**src/rtl/mmio_uart_pkg.sv**
```systemverilog
`default_nettype none
// ============================================================================
// Module      : mmio_uart_pkg
// Description : Shared register offsets, STATUS bit positions and serialiser
//               state type for the memory-mapped UART transmitter.
// Revision    : 1.0 - initial release
// ============================================================================
package mmio_uart_pkg;

    // Byte offsets of the three registers from the window base
    localparam int TXDATA_OFS = 0;
    localparam int STATUS_OFS = 4;
    localparam int BAUD_OFS   = 8;

    // STATUS register bit positions
    localparam int STAT_FULL    = 0;
    localparam int STAT_EMPTY   = 1;
    localparam int STAT_BUSY    = 2;
    localparam int STAT_OVF     = 3;
    localparam int STAT_CNT_LSB = 8;
    localparam int STAT_CNT_MSB = 15;

    typedef enum logic [1:0] {
        IDLE  = 2'd0,
        START = 2'd1,
        DATA  = 2'd2,
        STOP  = 2'd3
    } tx_state_t;

    // A programmed divider of zero behaves as one clock per bit
    function automatic logic [15:0] eff_div(input logic [15:0] div);
        return (div == 16'd0) ? 16'd1 : div;
    endfunction

endpackage
`default_nettype wire

```
**src/rtl/mmio_uart_tx_fifo.sv**
```systemverilog
`default_nettype none
// ============================================================================
// Module      : sync_fifo
// Description : Single-clock FIFO with extra-bit pointers so full and empty
//               are distinguishable; pointers wrap by natural overflow.
// Revision    : 1.0 - initial release
// ============================================================================
module sync_fifo #(
    parameter int WIDTH = 8,
    parameter int DEPTH = 8
) (
    input  logic                     clk,
    input  logic                     rst_n,
    input  logic                     push_i,
    input  logic                     pop_i,
    input  logic [WIDTH-1:0]         din_i,
    output logic [WIDTH-1:0]         dout_o,
    output logic                     full_o,
    output logic                     empty_o,
    output logic [$clog2(DEPTH):0]   count_o
);

    localparam int AW = $clog2(DEPTH);

    logic [AW:0]      wr_ptr_q, wr_ptr_d;
    logic [AW:0]      rd_ptr_q, rd_ptr_d;
    logic [WIDTH-1:0] mem_q [DEPTH];
    logic             w_do_push;
    logic             w_do_pop;

    assign count_o   = wr_ptr_q - rd_ptr_q;
    assign full_o    = (count_o == (AW+1)'(DEPTH));
    assign empty_o   = (wr_ptr_q == rd_ptr_q);
    assign w_do_push = push_i && !full_o;
    assign w_do_pop  = pop_i && !empty_o;
    assign dout_o    = mem_q[rd_ptr_q[AW-1:0]];

    // Pointer advance; full/empty come from registered pointers only
    always_comb begin
        wr_ptr_d = wr_ptr_q;
        rd_ptr_d = rd_ptr_q;
        if (w_do_push) wr_ptr_d = wr_ptr_q + 1'b1;
        if (w_do_pop)  rd_ptr_d = rd_ptr_q + 1'b1;
    end

    // Pointer registers, cleared on reset so queued data is discarded
    always_ff @(posedge clk or negedge rst_n) begin
        if (!rst_n) begin
            wr_ptr_q <= '0;
            rd_ptr_q <= '0;
        end else begin
            wr_ptr_q <= wr_ptr_d;
            rd_ptr_q <= rd_ptr_d;
        end
    end

    // Storage array; contents need no reset since pointers gate visibility
    always_ff @(posedge clk) begin
        if (w_do_push) mem_q[wr_ptr_q[AW-1:0]] <= din_i;
    end

endmodule
`default_nettype wire

```
**src/rtl/mmio_uart_tx.sv**
```systemverilog
`default_nettype none
// ============================================================================
// Module      : mmio_uart_tx
// Description : Memory-mapped 8N1 UART transmitter: TXDATA/STATUS/BAUD_DIV
//               register window, TX FIFO and bit serialiser. Read data is
//               zero outside the window so it can be ORed onto the bus.
// Revision    : 1.0 - initial release
// ============================================================================
`ifndef MEMORY_DEPTH
`define MEMORY_DEPTH 32
`endif
`ifndef MEMORY_WIDTH
`define MEMORY_WIDTH 32
`endif
module mmio_uart_tx
    import mmio_uart_pkg::*;
#(
    parameter int                ADDR_W       = `MEMORY_DEPTH,
    parameter int                DATA_W       = `MEMORY_WIDTH,
    parameter logic [ADDR_W-1:0] BASE_ADDR    = 'h100,
    parameter int                FIFO_DEPTH   = 8,
    parameter int                BAUD_DIV_RST = 434
) (
    input  logic              clk,
    input  logic              rst_n,
    input  logic [ADDR_W-1:0] memory_write_address,
    input  logic [DATA_W-1:0] memory_write_data,
    input  logic              memory_write_enable,
    input  logic [ADDR_W-1:0] memory_read_address,
    output logic [DATA_W-1:0] memory_read_data,
    output logic              uart_txd
);

    localparam int                CW            = $clog2(FIFO_DEPTH) + 1;
    localparam logic [ADDR_W-1:0] c_ADDR_TXDATA = BASE_ADDR + ADDR_W'(TXDATA_OFS);
    localparam logic [ADDR_W-1:0] c_ADDR_STATUS = BASE_ADDR + ADDR_W'(STATUS_OFS);
    localparam logic [ADDR_W-1:0] c_ADDR_BAUD   = BASE_ADDR + ADDR_W'(BAUD_OFS);

    // CSR state
    logic [15:0] baud_q, baud_d;
    logic        ovf_q, ovf_d;

    // Serialiser state
    tx_state_t   state_q, state_d;
    logic [15:0] timer_q, timer_d;
    logic [15:0] div_q, div_d;
    logic [2:0]  bit_cnt_q, bit_cnt_d;
    logic [7:0]  shift_q, shift_d;
    logic        txd_q, txd_d;

    // FIFO interface
    logic          w_push;
    logic          w_pop;
    logic [7:0]    w_dout;
    logic          w_full;
    logic          w_empty;
    logic [CW-1:0] w_count;

    logic              w_ovf_clr;
    logic              w_bit_end;
    logic [DATA_W-1:0] w_status;
    logic              w_unused_wdata;

    assign w_unused_wdata = ^memory_write_data[DATA_W-1:16];

    assign w_push    = memory_write_enable && (memory_write_address == c_ADDR_TXDATA);
    assign w_ovf_clr = memory_write_enable && (memory_write_address == c_ADDR_STATUS)
                       && memory_write_data[STAT_OVF];
    assign w_bit_end = (timer_q == 16'd0);

    sync_fifo #(
        .WIDTH (8),
        .DEPTH (FIFO_DEPTH)
    ) u_fifo (
        .clk     (clk),
        .rst_n   (rst_n),
        .push_i  (w_push),
        .pop_i   (w_pop),
        .din_i   (memory_write_data[7:0]),
        .dout_o  (w_dout),
        .full_o  (w_full),
        .empty_o (w_empty),
        .count_o (w_count)
    );

    // CSR next state: a dropped push sets overflow and wins over a clear
    always_comb begin
        baud_d = baud_q;
        ovf_d  = ovf_q;
        if (memory_write_enable && (memory_write_address == c_ADDR_BAUD))
            baud_d = memory_write_data[15:0];
        if (w_ovf_clr)
            ovf_d = 1'b0;
        if (w_push && w_full)
            ovf_d = 1'b1;
    end

    // CSR registers
    always_ff @(posedge clk or negedge rst_n) begin
        if (!rst_n) begin
            baud_q <= 16'(BAUD_DIV_RST);
            ovf_q  <= 1'b0;
        end else begin
            baud_q <= baud_d;
            ovf_q  <= ovf_d;
        end
    end

    // Serialiser next state; every bit period lasts div_q cycles
    always_comb begin
        state_d   = state_q;
        timer_d   = timer_q;
        div_d     = div_q;
        bit_cnt_d = bit_cnt_q;
        shift_d   = shift_q;
        txd_d     = txd_q;
        w_pop     = 1'b0;
        case (state_q)
            IDLE: begin
                txd_d = 1'b1;
                if (!w_empty) begin
                    w_pop   = 1'b1;
                    shift_d = w_dout;
                    div_d   = eff_div(baud_q);
                    timer_d = eff_div(baud_q) - 16'd1;
                    txd_d   = 1'b0;
                    state_d = START;
                end
            end
            START: begin
                if (w_bit_end) begin
                    timer_d   = div_q - 16'd1;
                    bit_cnt_d = 3'd0;
                    txd_d     = shift_q[0];
                    state_d   = DATA;
                end else begin
                    timer_d = timer_q - 16'd1;
                end
            end
            DATA: begin
                if (w_bit_end) begin
                    timer_d = div_q - 16'd1;
                    if (bit_cnt_q == 3'd7) begin
                        txd_d   = 1'b1;
                        state_d = STOP;
                    end else begin
                        bit_cnt_d = bit_cnt_q + 3'd1;
                        shift_d   = {1'b0, shift_q[7:1]};
                        txd_d     = shift_q[1];
                    end
                end else begin
                    timer_d = timer_q - 16'd1;
                end
            end
            STOP: begin
                if (w_bit_end) begin
                    if (!w_empty) begin
                        // Back-to-back character: straight into the start bit
                        w_pop   = 1'b1;
                        shift_d = w_dout;
                        div_d   = eff_div(baud_q);
                        timer_d = eff_div(baud_q) - 16'd1;
                        txd_d   = 1'b0;
                        state_d = START;
                    end else begin
                        txd_d   = 1'b1;
                        state_d = IDLE;
                    end
                end else begin
                    timer_d = timer_q - 16'd1;
                end
            end
            default: begin
                txd_d   = 1'b1;
                state_d = IDLE;
            end
        endcase
    end

    // Serialiser registers; the line returns high immediately on reset
    always_ff @(posedge clk or negedge rst_n) begin
        if (!rst_n) begin
            state_q   <= IDLE;
            timer_q   <= 16'd0;
            div_q     <= 16'd1;
            bit_cnt_q <= 3'd0;
            shift_q   <= 8'd0;
            txd_q     <= 1'b1;
        end else begin
            state_q   <= state_d;
            timer_q   <= timer_d;
            div_q     <= div_d;
            bit_cnt_q <= bit_cnt_d;
            shift_q   <= shift_d;
            txd_q     <= txd_d;
        end
    end

    assign uart_txd = txd_q;

    // STATUS image assembled from registered state
    always_comb begin
        w_status                             = '0;
        w_status[STAT_FULL]                  = w_full;
        w_status[STAT_EMPTY]                 = w_empty;
        w_status[STAT_BUSY]                  = (state_q != IDLE);
        w_status[STAT_OVF]                   = ovf_q;
        w_status[STAT_CNT_MSB:STAT_CNT_LSB]  = 8'(w_count);
    end

    // Side-effect-free read mux; zero outside the register window
    always_comb begin
        memory_read_data = '0;
        if (memory_read_address == c_ADDR_STATUS)
            memory_read_data = w_status;
        else if (memory_read_address == c_ADDR_BAUD)
            memory_read_data = DATA_W'(baud_q);
    end

endmodule
`default_nettype wire
```
**config.mk**
```make
export PLATFORM = sky130hd
export DESIGN_NAME = mmio_uart_tx
export DESIGN_NICKNAME = d
export VERILOG_FILES = /design/src/rtl/mmio_uart_pkg.sv /design/src/rtl/mmio_uart_tx_fifo.sv /design/src/rtl/mmio_uart_tx.sv
export SDC_FILE = /design/constraint.sdc
export NUM_CORES = 1
export LEC_CHECK = 0
export ABC_AREA = 1
export CORE_ASPECT_RATIO = 0.9
export CORE_MARGIN = 2
export CORE_UTILIZATION = 54
export DETAILED_ROUTE_END_ITERATION = 7
export PLACE_DENSITY_LB_ADDON = 0.1
export SYNTH_ARGS = -nofsm -noshare
export SYNTH_HDL_FRONTEND = slang
export SYNTH_SLANG_ARGS = --single-unit
```
**constraint.sdc**
```tcl
create_clock -name clk -period 3.02 [get_ports clk]
set_input_delay 0.755 -clock clk [delete_from_list [all_inputs] [get_ports clk]]
set_output_delay 0.755 -clock clk [all_outputs]
set_load 0.03 [all_outputs]
```
* After elaboration in Yosys (flattened, before gate mapping)
Memories as Yosys holds them, arrays and structs flattened.
Cells that the tools add are included.
** Operators by class
- Add/subtract/negate cells :: 7
- Multipliers :: 0
- Divide/modulo/power cells :: 0
- $lt $le $gt $ge :: 0
- Equal/unequal tests :: 17
- Shift-type cells :: 0
- Muxes and demuxes :: 39
- Bitwise gates (word level) :: 0
- Reduce and logical (&&, ||, !) cells :: 23
** Operators with widths (count)
- equality test 32 x 9 -> 1 bit, second input constant :: 5
- 2-to-1 mux 16 bit :: 8
- case mux 16 bit (3 select lines) :: 1
- subtractor 16 x 1 -> 16 bit, second input constant :: 3
- zero test 16 bit :: 2
- 2-to-1 mux 8 bit :: 4
- case mux 16 bit (2 select lines) :: 1
- case mux 8 bit (3 select lines) :: 1
- 2-to-1 mux 1 bit :: 12
- != test 2 bit, second input constant :: 6
- 2-to-1 mux 2 bit :: 5
- 2-to-1 mux 3 bit :: 3
- adder 4 x 1 -> 4 bit, second input constant :: 2
- case mux 2 bit (4 select lines) :: 1
- AND reduction 4 bit :: 2
- nonzero test 2 bit :: 4
- logical AND 1 bit :: 7
- case mux 3 bit (2 select lines) :: 1
- AND reduction 5 bit :: 1
- equality test 2 bit, second input constant :: 2
- equality test 4 bit :: 1
- equality test 4 bit, second input constant :: 1
- case mux 1 bit (4 select lines) :: 1
- subtractor 4 bit :: 1
- 10 further kinds :: 11
** Word-level totals
- Bits in registers :: 71
- Latch bits :: 0
- RAM bits :: 64
- ROM bits :: 0
- Output and inout bits :: 33
- Memories kept :: 1
** Memories
- u_fifo.mem_q :: words 8, bits a word 8, rd ports 1, clocked after Yosys merged registers in 0, write ports 1, line mmio_uart_tx_fifo.sv:27 : logic [WIDTH-1:0] mem_q [DEPTH];

* Logic depth before layout (Yosys ltp)
Gate-level depths: netlist of the first run.
- Depth after elaboration :: 6
- Mapped depth :: 16

* Hierarchy
From an unflattened synthesis of the first run, not the netlist that was laid out.
** Unflattened totals
- Cell total of the unflattened synthesis :: 967
- Area total of the unflattened synthesis :: 7827.5 um^2
** Modules (own cells, without submodules)
- mmio_uart_tx :: times used 1, cells an instance 696, area an instance 4738.3 um^2, sequential area each 1585.3 um^2
- sync_fifo :: times used 1, cells an instance 271, area an instance 3089.2 um^2, sequential area each 2122.0 um^2

* Worst setup path before layout of the first run
No wires, ideal clock.
- Path kind :: reg2out
- Start :: register u_fifo.rd_ptr_q[1]
- End :: output port memory_read_data[1]
- Arrival time :: 2.167 ns
- Data required time :: 2.265 ns
- Path slack :: 0.098 ns
- Stages on the path, launching flop included :: 9
- Buffers on the path :: 3
- Path through :: dfrtp_1 -> inv_1 -> clkbuf_1 -> ha_1 -> and3_1 -> nand2_2 -> buf_2 -> buf_2 -> o22ai_1
** On the way
- Word-level cells in the longest chain between the ends :: 2
** Ends and longest elaborated chain
- start, declared :: line mmio_uart_tx_fifo.sv:26 : logic [AW:0] rd_ptr_q, rd_ptr_d;
- start signal, assigned :: line mmio_uart_tx_fifo.sv:53 : rd_ptr_q <= rd_ptr_d;
- equality test 4 bit :: line mmio_uart_tx_fifo.sv:33 : assign empty_o = (wr_ptr_q == rd_ptr_q);
- 2-to-1 mux 16 bit :: line mmio_uart_tx.sv:214 : if (memory_read_address == c_ADDR_STATUS)
- end, declared :: line mmio_uart_tx.sv:30 : output logic [DATA_W-1:0] memory_read_data,
No other way between the ends.

* Worst setup path after layout of the first run
- Start :: input port memory_read_address[1]
- End :: output port memory_read_data[14]
** On the way
- Word-level cells in the longest chain between the ends :: 3
- Elaborated cells on any way between the ends :: 4
- Those cells by class :: eq/ne: 2; mux: 2
** Ends and longest elaborated chain
- start, declared :: line mmio_uart_tx.sv:29 : input logic [ADDR_W-1:0] memory_read_address,
- equality test 32 x 9 -> 1 bit :: line mmio_uart_tx.sv:216 : else if (memory_read_address == c_ADDR_BAUD)
- 2-to-1 mux 16 bit :: line mmio_uart_tx.sv:216
- 2-to-1 mux 16 bit * :: line mmio_uart_tx.sv:214
Every way passes the cells marked *; elsewhere a longest branch is shown, timed or not.

==> key figures, run 1 <==
Yosys
  – Main flop type after synthesis: edfxtp_1
  – Cell taking the most area after synthesis: edfxtp_1
  – Synth top area share: 0.2470
  – Post-Syn Area: 7780 um^2
  – EDFF count, synth: 64
  – Most common cell in the netlist: nand2_1
  – Ys async rst share: 0.5259
  – Mux share of post-synthesis cell area: 0
  – Synth Instances: 938
  – Syn_area_per_cell: 8.294 um^2
  – Share of synthesized cell area in full adder, half adder and majority cells: 0.02670
  – Synthesized flop and latch total: 135
  – Register area share after synthesis: 0.4765
  – Post-synthesis cell type count: 53
  – Simple-Gate Fraction of Synth Area: 0.2702
  – Fraction of synthesized cell area in xor and xnor cells: 0.03924
  – Most frequent cells after synthesis: nand2_1, nor2_1, nand3_1
  – Synth warn: 0
  – Largest family of logic cells by synthesized area: simple AND/OR/NAND/NOR gates
  – Top cells by area, synth: edfxtp_1, dfrtp_1, nand2_1
  – Post-synthesis compound-gate area fraction: 0.1148

Worst setup path
  – WS Path Type: primary input to output pin
  – Endpoint class of the critical path: output pin
  – Reg2reg start: u_fifo.wr_ptr_q[0]
  – FF-to-FF path depth: 12
  – CP Launch Type: primary input
  – Crit path DAT: 2210 ps
  – CP required: 2260 ps
  – CP max FO: 6
  – Worst R2R End: div_q[7]
  – Flop2flop setup slack: 460 ps

Timing
  – Max_slew headroom: 0.3661
  – Final hold violations: 0
  – Least-Margin Pin Slew: 950.8 ps
  – Clock Skew: 11.27 ps
  – Fmax: 0.3369 GHz
  – Final period utilization: 0.9829
  – Final min period: 2968 ps
  – Final setup viols: 0
  – Max Slew Vio Count: 0

Clock network
  – H-tree level count: 4
  – CTS tree: yes
  – CTS Sinks: 135
  – Clock Pin Slew Worst Setup and Hold Paths: 60 ps
  – Clock latency on the worst-skew pair: 430 ps
  – Clk Tree Root Cell: clkbuf_16
  – Clk buf depth: 2
  – # hold bufs at CTS: 0
  – Total CTS buffers: 17

Global route
  – GRT overflow: 0
  – First-pass GRT wire length: 33,670 um
  – Initial antenna violation count: 0
  – Total GRT Usage: 0.2850
  – Pin count of the biggest net entering global routing: 72
  – Vias in the first global route: 6,635

Die
  – Initial core utilization: 0.5535
  – Die width: 130.5 um
  – Die H: 117.9 um
  – Die area: 15,390 um^2
  – IO Count: 132
  – Core footprint: 14,060 um^2
  – Row cnt: 41

Layout
  – N_diodes: 0
  – Layout cells sized above 1: 0.1660
  – Area delta synth->final: 27.73%
  – Core Util, Final: 0.7070
  – Final nets: 1,180
  – Finished Layout Cells: 1,271

Routing
  – Routed Antenna Nets: 0
  – Via Count: 6,959
  – Via density: 5.475
  – DRT Pass-1 Iters: 5
  – Post-route DRC violation count: 0
  – Number of DRC markers in iteration 0: 750
  – Routed wire length: 20,780 um
  – WL per Instance: 16.35 um

Hold path
  – Hold Crit Class: primary input to asynchronous set/reset pin

Placement
  – Port bufs: 99
  – Post-DP HPWL: 14,510 um
  – DP Cell Count: 1,234
  – Routability Congestion: 0.9006

Power
  – Peak supply drop: 0.0003572 V
  – Pleak: 4.480 nW
  – Power Dens Cells: 457.7 nW/um^2

Job
  – Max-cap violations: 0

Run status
  – Status: finished, final reports clean
-- state kept, by name, indices dropped and copies added (netlist names) --
name,flops
state_q,2
div_q,16
baud_q,16
u_fifo.wr_ptr_q,4
shift_q,8
timer_q,16
u_fifo.mem_q,64
bit_cnt_q,3
uart_txd,1
u_fifo.rd_ptr_q,4
ovf_q,1
-- final cells by class --
type	count	area [um^2]
Clock buffer	17	425.4
Clock inverter	15	190.2
Fill cell	1103	4119
Inverter	79	301.5
Multi-Input combinational cell	696	3771
Sequential cell	135	3709
Tap cell	193	241.5
Timing Repair Buffer	136	1299
-- timing repair --
| item | CTS | global route |
|---|---|---|
| endpoints found under the hold margin | 0 | 0 |
| setup buffers | 1 | 3 |
| gates cloned | 1 | 0 |
| pin swaps | 13 | 25 |
| resized for setup | 58 | 42 |
| setup endpoints to repair | 16 | 16 |
-- report_power, final --
part	switching (W)	internal [W]
Clock	0.000853	0.00132
Sequential	0.0000237	0.00196
Combinational	0.000238	0.000155
Total	0.00111	0.00343
-- kinds of logic after synthesis --
logic type      count (synthesis)
simple gates                  481
compound gates                149
flops                         135
buf+inv                       122
xor+xnor                       34
fa+ha+maj                      16
other cells                     1
-- critical path, cell delays in order --
cell	delay [ps]
clkdlybuf4s50_1	420
nor2_2	110
nand2_1	100
nor3_4	170
nand2_2	90
buf_6	150
buf_12	150
nor2_4	120
buf_6	140
-- worst max path at each step --
stage	start	to	slack, ps	cells after the start
global placement	memory_read_address[8]	memory_read_data[2]	-370	8
detailed placement	memory_read_address[8]	memory_read_data[2]	-360	8
floorplan	u_fifo.rd_ptr_q[1]	memory_read_data[1]	100	8
CTS	u_fifo.wr_ptr_q[0]	memory_read_data[0]	1	8
global route	memory_read_address[1]	memory_read_data[14]	-5	9
finish	memory_read_address[1]	memory_read_data[14]	50	9
-- placed cells by master (no fill, tap or decap), types with 4 or more instances in the layout --
cell type	netlist	routed
dfstp_2	7	7
buf_4	17	39
nor4_2	2	4
or2_2	6	6
ha_1	15	13
nand3_1	77	77
dlygate4sd2_1	0	14
buf_6	3	10
nand2_2	3	6
clkdlybuf4s50_1	0	51
inv_1	72	70
o21ai_0	69	68
xor2_1	24	24
nand2_1	215	211
nor2_1	134	125
inv_6	0	5
dfrtp_1	64	63
a31o_2	4	4
conb_1	1	16
edfxtp_1	64	64
o211ai_1	7	7
nor3_1	9	7
dlymetal6s2s_1	0	10
inv_2	6	8
clkbuf_2	0	4
buf_12	0	4
o21ai_2	9	9
nand4_1	8	8
nor4_1	9	6
a21oi_1	21	20
nor2_4	1	8
clkbuf_16	0	17
xnor2_1	9	8
nor2_2	7	9
o22ai_1	24	19
a21oi_2	3	4
-- layer usage --
| layer | part of all wire | routed length (um) | GRT usage | vias up |
|---|---|---|---|---|
| met2 | 0.45 | 9406 | 0.4284 | 316 |
| li1 | - | - | - | 3381 |
| met4 | 0.019 | 398 | 0.09242 | 0 |
| met3 | 0.078 | 1626 | 0.06136 | 30 |
| met1 | 0.45 | 9350 | 0.4125 | 3232 |
| met5 | 0 | 0 | 0 | - |
-- metrics by stage --
step | hold WS [ps] | power, W | area (um^2) | setup WS [ps] | setup TNS (ps)
floorplan | 449.3 | 0.002235 | 7836 | 97.64 | 0
global placement | 469.8 | 0.002412 | 9045 | -369.1 | -3832
detailed placement | 473.2 | 0.002419 | 9045 | -362.0 | -3630
CTS | 483.1 | 0.004561 | 9804 | 1.135 | 0
global route | 502.7 | 0.004683 | 9937 | -5.265 | -5.265
finish | 453.7 | 0.004548 | 9937 | 51.78 | 0
Power figures use the tool's default switching activity.
==> run 2, diff against run 1 <==
Settings changed: CORE_MARGIN 2 to 4.
==> run 2 against run 1 <==
Sequential share of layout area increased by 0.29 points. Power decreased by 3.8%. Setup slack got worse by 7.3 ps. Critical path type unchanged. Critical endpoint is now memory_read_data[1]. Largest cell class unchanged. Highest routed layer unchanged.
==> key figures, run 2 (same netlist as run 1, synthesis figures left out) <==
Power
  – Combinational power share: 0.089 (+0.003)
  – Sequential power share: 0.454 (+0.017)
  – Power Dens Cells: 443.6 nW/um^2 (-3.1%)
  – Clock network power share: 0.457 (-0.020)
  – Switching power of the nets: 0.001104 W (-0.90%)
  – Pleak: 4.420 nW (-1.3%)
  – Internal: 0.003271 W (-4.7%)
  – Switching share of power: 0.2523 (+0.007384)
  – Peak supply drop: 0.0003626 V (+1.5%)

Die
  – Die width: 134.5 um (+3.1%)
  – Initial core utilization: 0.5535 (unchanged)
  – Die H: 121.9 um (+3.4%)
  – Row cnt: 41 (unchanged)
  – Die area: 16,390 um^2 (+6.6%)
  – Core footprint: 14,060 um^2 (unchanged)
  – IO Count: 132 (unchanged)

Worst setup path
  – CP Launch Type: primary input
  – CP max stage delay: 260 ps (-160 ps)
  – Crit path DAT: 2220 ps (about the same)
  – Crit path depth: 8 (-1)
  – Reg2reg start: baud_q[7]
  – Buf/Inv on CP: 3 (-1)
  – Flop2flop setup slack: 330 ps (-130 ps)
  – Crit path top cell by count: buf_4
  – Worst Setup EP: memory_read_data[1]
  – FF-to-FF path depth: 16 (+4)
  – CP startpoint: memory_read_address[13]
  – CP max stage cell: nor4_1
  – Endpoint class of the critical path: output pin
  – Crit path max-delay family: simple AND/OR/NAND/NOR gates
  – WS Path Type: primary input to output pin
  – CP required: 2260 ps (about the same)
  – Worst R2R End: timer_q[12]
  – Worst-path cell chain: dlygate4sd2_1 -> nor4_1 -> nand2_1 -> buf_4 -> nor3_4 -> nand2_4 -> o22ai_2 -> buf_4
  – CP max FO: 6 (unchanged)

Clock network
  – H-tree level count: 4 (unchanged)
  – Clk Tree Root Cell: clkbuf_16
  – Total CTS buffers: 17 (unchanged)
  – # hold bufs at CTS: 0 (unchanged)
  – CTS Sinks: 135 (unchanged)
  – Clock Pin Slew Worst Setup and Hold Paths: 60 ps (about the same)
  – Clock latency on the worst-skew pair: 430 ps (about the same)
  – CTS tree: yes
  – Clk buf depth: 2 (unchanged)

Routing
  – WL per Instance: 16.78 um (+2.6%)
  – Routed Antenna Nets: 0 (unchanged)
  – Post-route DRC violation count: 0 (unchanged)
  – Via Count: 6,989 (+0.43%)
  – Via density: 5.494 (+0.35%)
  – Routed wire length: 21,340 um (+2.7%)
  – Number of DRC markers in iteration 0: 694 (-7.5%)
  – DRT Pass-1 Iters: 6 (+1)

Layout
  – Largest register FFs: 64 (unchanged)
  – N_diodes: 0 (unchanged)
  – Most frequent cells in the layout: nand2_1, nor2_1, nand3_1
  – Final nets: 1,181 (+0.085%)
  – Most common cell after layout, fill and taps aside: nand2_1
  – Area delta synth->final: 26.78%
  – Layout cells sized above 1: 0.1631 (-0.002934)
  – Core Util, Final: 0.7017 (-0.005252)

Timing
  – Worst setup margin: 44.49 ps (-7.290 ps)
  – Final setup viols: 0 (unchanged)
  – Final period utilization: 0.9853 (+0.002414)
  – Least-Margin Pin Slew: 956.5 ps (+5.607 ps)
  – Final hold violations: 0 (unchanged)
  – Max Slew Vio Count: 0 (unchanged)
  – Max_slew headroom: 0.3624 (-0.003738)
  – Fmax: 0.3361 GHz (-0.25%)
  – Clock Skew: 9.545 ps (-1.724 ps)
  – Final min period: 2976 ps (+7.290 ps)

Global route
  – GRT overflow: 0 (unchanged)
  – First-pass GRT wire length: 33,390 um (-0.82%)
  – Initial antenna violation count: 0 (unchanged)
  – Vias in the first global route: 6,548 (-1.3%)
  – Total GRT Usage: 0.2644 (-0.02056)
  – Pin count of the biggest net entering global routing: 72 (unchanged)

Placement
  – Routability Congestion: 0.9301 (+3.3%)
  – Post-DP HPWL: 14,820 um (+2.2%)
  – Dpl ws: -269.8 ps (+92.15 ps)
  – Port bufs: 99 (unchanged)

Hold path
  – Hold Crit Class: primary input to asynchronous set/reset pin

Job
  – Max-cap violations: 0 (unchanged)

Run status
  – Status: finished, final reports clean
run 2: changes by cell type in the layout (fill, tap and decap cells not counted), sizes merged:
cell,previous run,this run
buf,54,55
bufinv,3,1
clkbuf,21,18
clkdlybuf4s15,3,0
clkdlybuf4s50,51,55
clkinv,4,3
dlygate4sd2,14,21
dlymetal6s2s,10,6
inv,84,86
run 2: layout make-up:
cell class,count,area [um^2]
Inverter,79,304.0
Fill cell,1135,4193
Tap cell,193,241.5
Clock inverter,14,137.6
Timing Repair Buffer,137,1304
Multi-Input combinational cell,696,3737
Clock buffer,18,429.2
Sequential cell,135,3710
run 2: how the worst min path moves through the flow:
stage,slack (ps),end
after floorplan,450,baud_q[8]
after global placement,460,baud_q[8]
after global routing,490,baud_q[8]
after detailed placement,470,baud_q[8]
final,460,shift_q[6]
after CTS,480,baud_q[8]
run 2: worst reg2reg max path, delay by kind of cell (launching register included):
kind            cells  cell delay, ps
compound gates      1             140
xor+xnor            1             260
fa+ha+maj           1             210
buf+inv             1             130
flops               1             560
simple gates       12            1290
run 2: through the flow:
stage	std cells	cell area (um^2)	TNS [ps]	hold WS (ps)	power, W
2_1_floorplan	953	7836	0	449.3	0.002235
3_3_place_gp	1232	9055	-3108	460.0	0.002409
3_5_place_dp	1232	9055	-3414	465.6	0.002417
4_1_cts	1268	9703	0	475.1	0.004383
5_1_grt	1272	9863	-65.46	490.0	0.004530
6_report	1272	9863	0	456.4	0.004375
run 2: layer usage:
layer / up-vias / routed length (um) / global-route usage
met4: 0 / 475 / 0.09606
met2: 355 / 9558 / 0.3982
met5: - / 0 / 0
li1: 3375 / - / -
met3: 39 / 2000 / 0.05987
met1: 3220 / 9303 / 0.3779
run 2: power groups by stage:
| stage | logic [W] | clock network [W] | registers, W |
|---|---|---|---|
| 2_1_floorplan | 0.000220 | 0 | 0.00201 |
| 3_3_place_gp | 0.000389 | 0 | 0.00202 |
| 3_5_place_dp | 0.000397 | 0 | 0.00202 |
| 4_1_cts | 0.000389 | 0.00201 | 0.00199 |
| 5_1_grt | 0.000432 | 0.00211 | 0.00199 |
| 6_report | 0.000390 | 0.00200 | 0.00198 |
run 2: what timing repair did:
action	4_1_cts	5_1_grt
gates cloned	1	0
endpoints found under the setup margin	16	15
buffers inserted	3	4
resized for setup	40	35
pin swaps	14	14
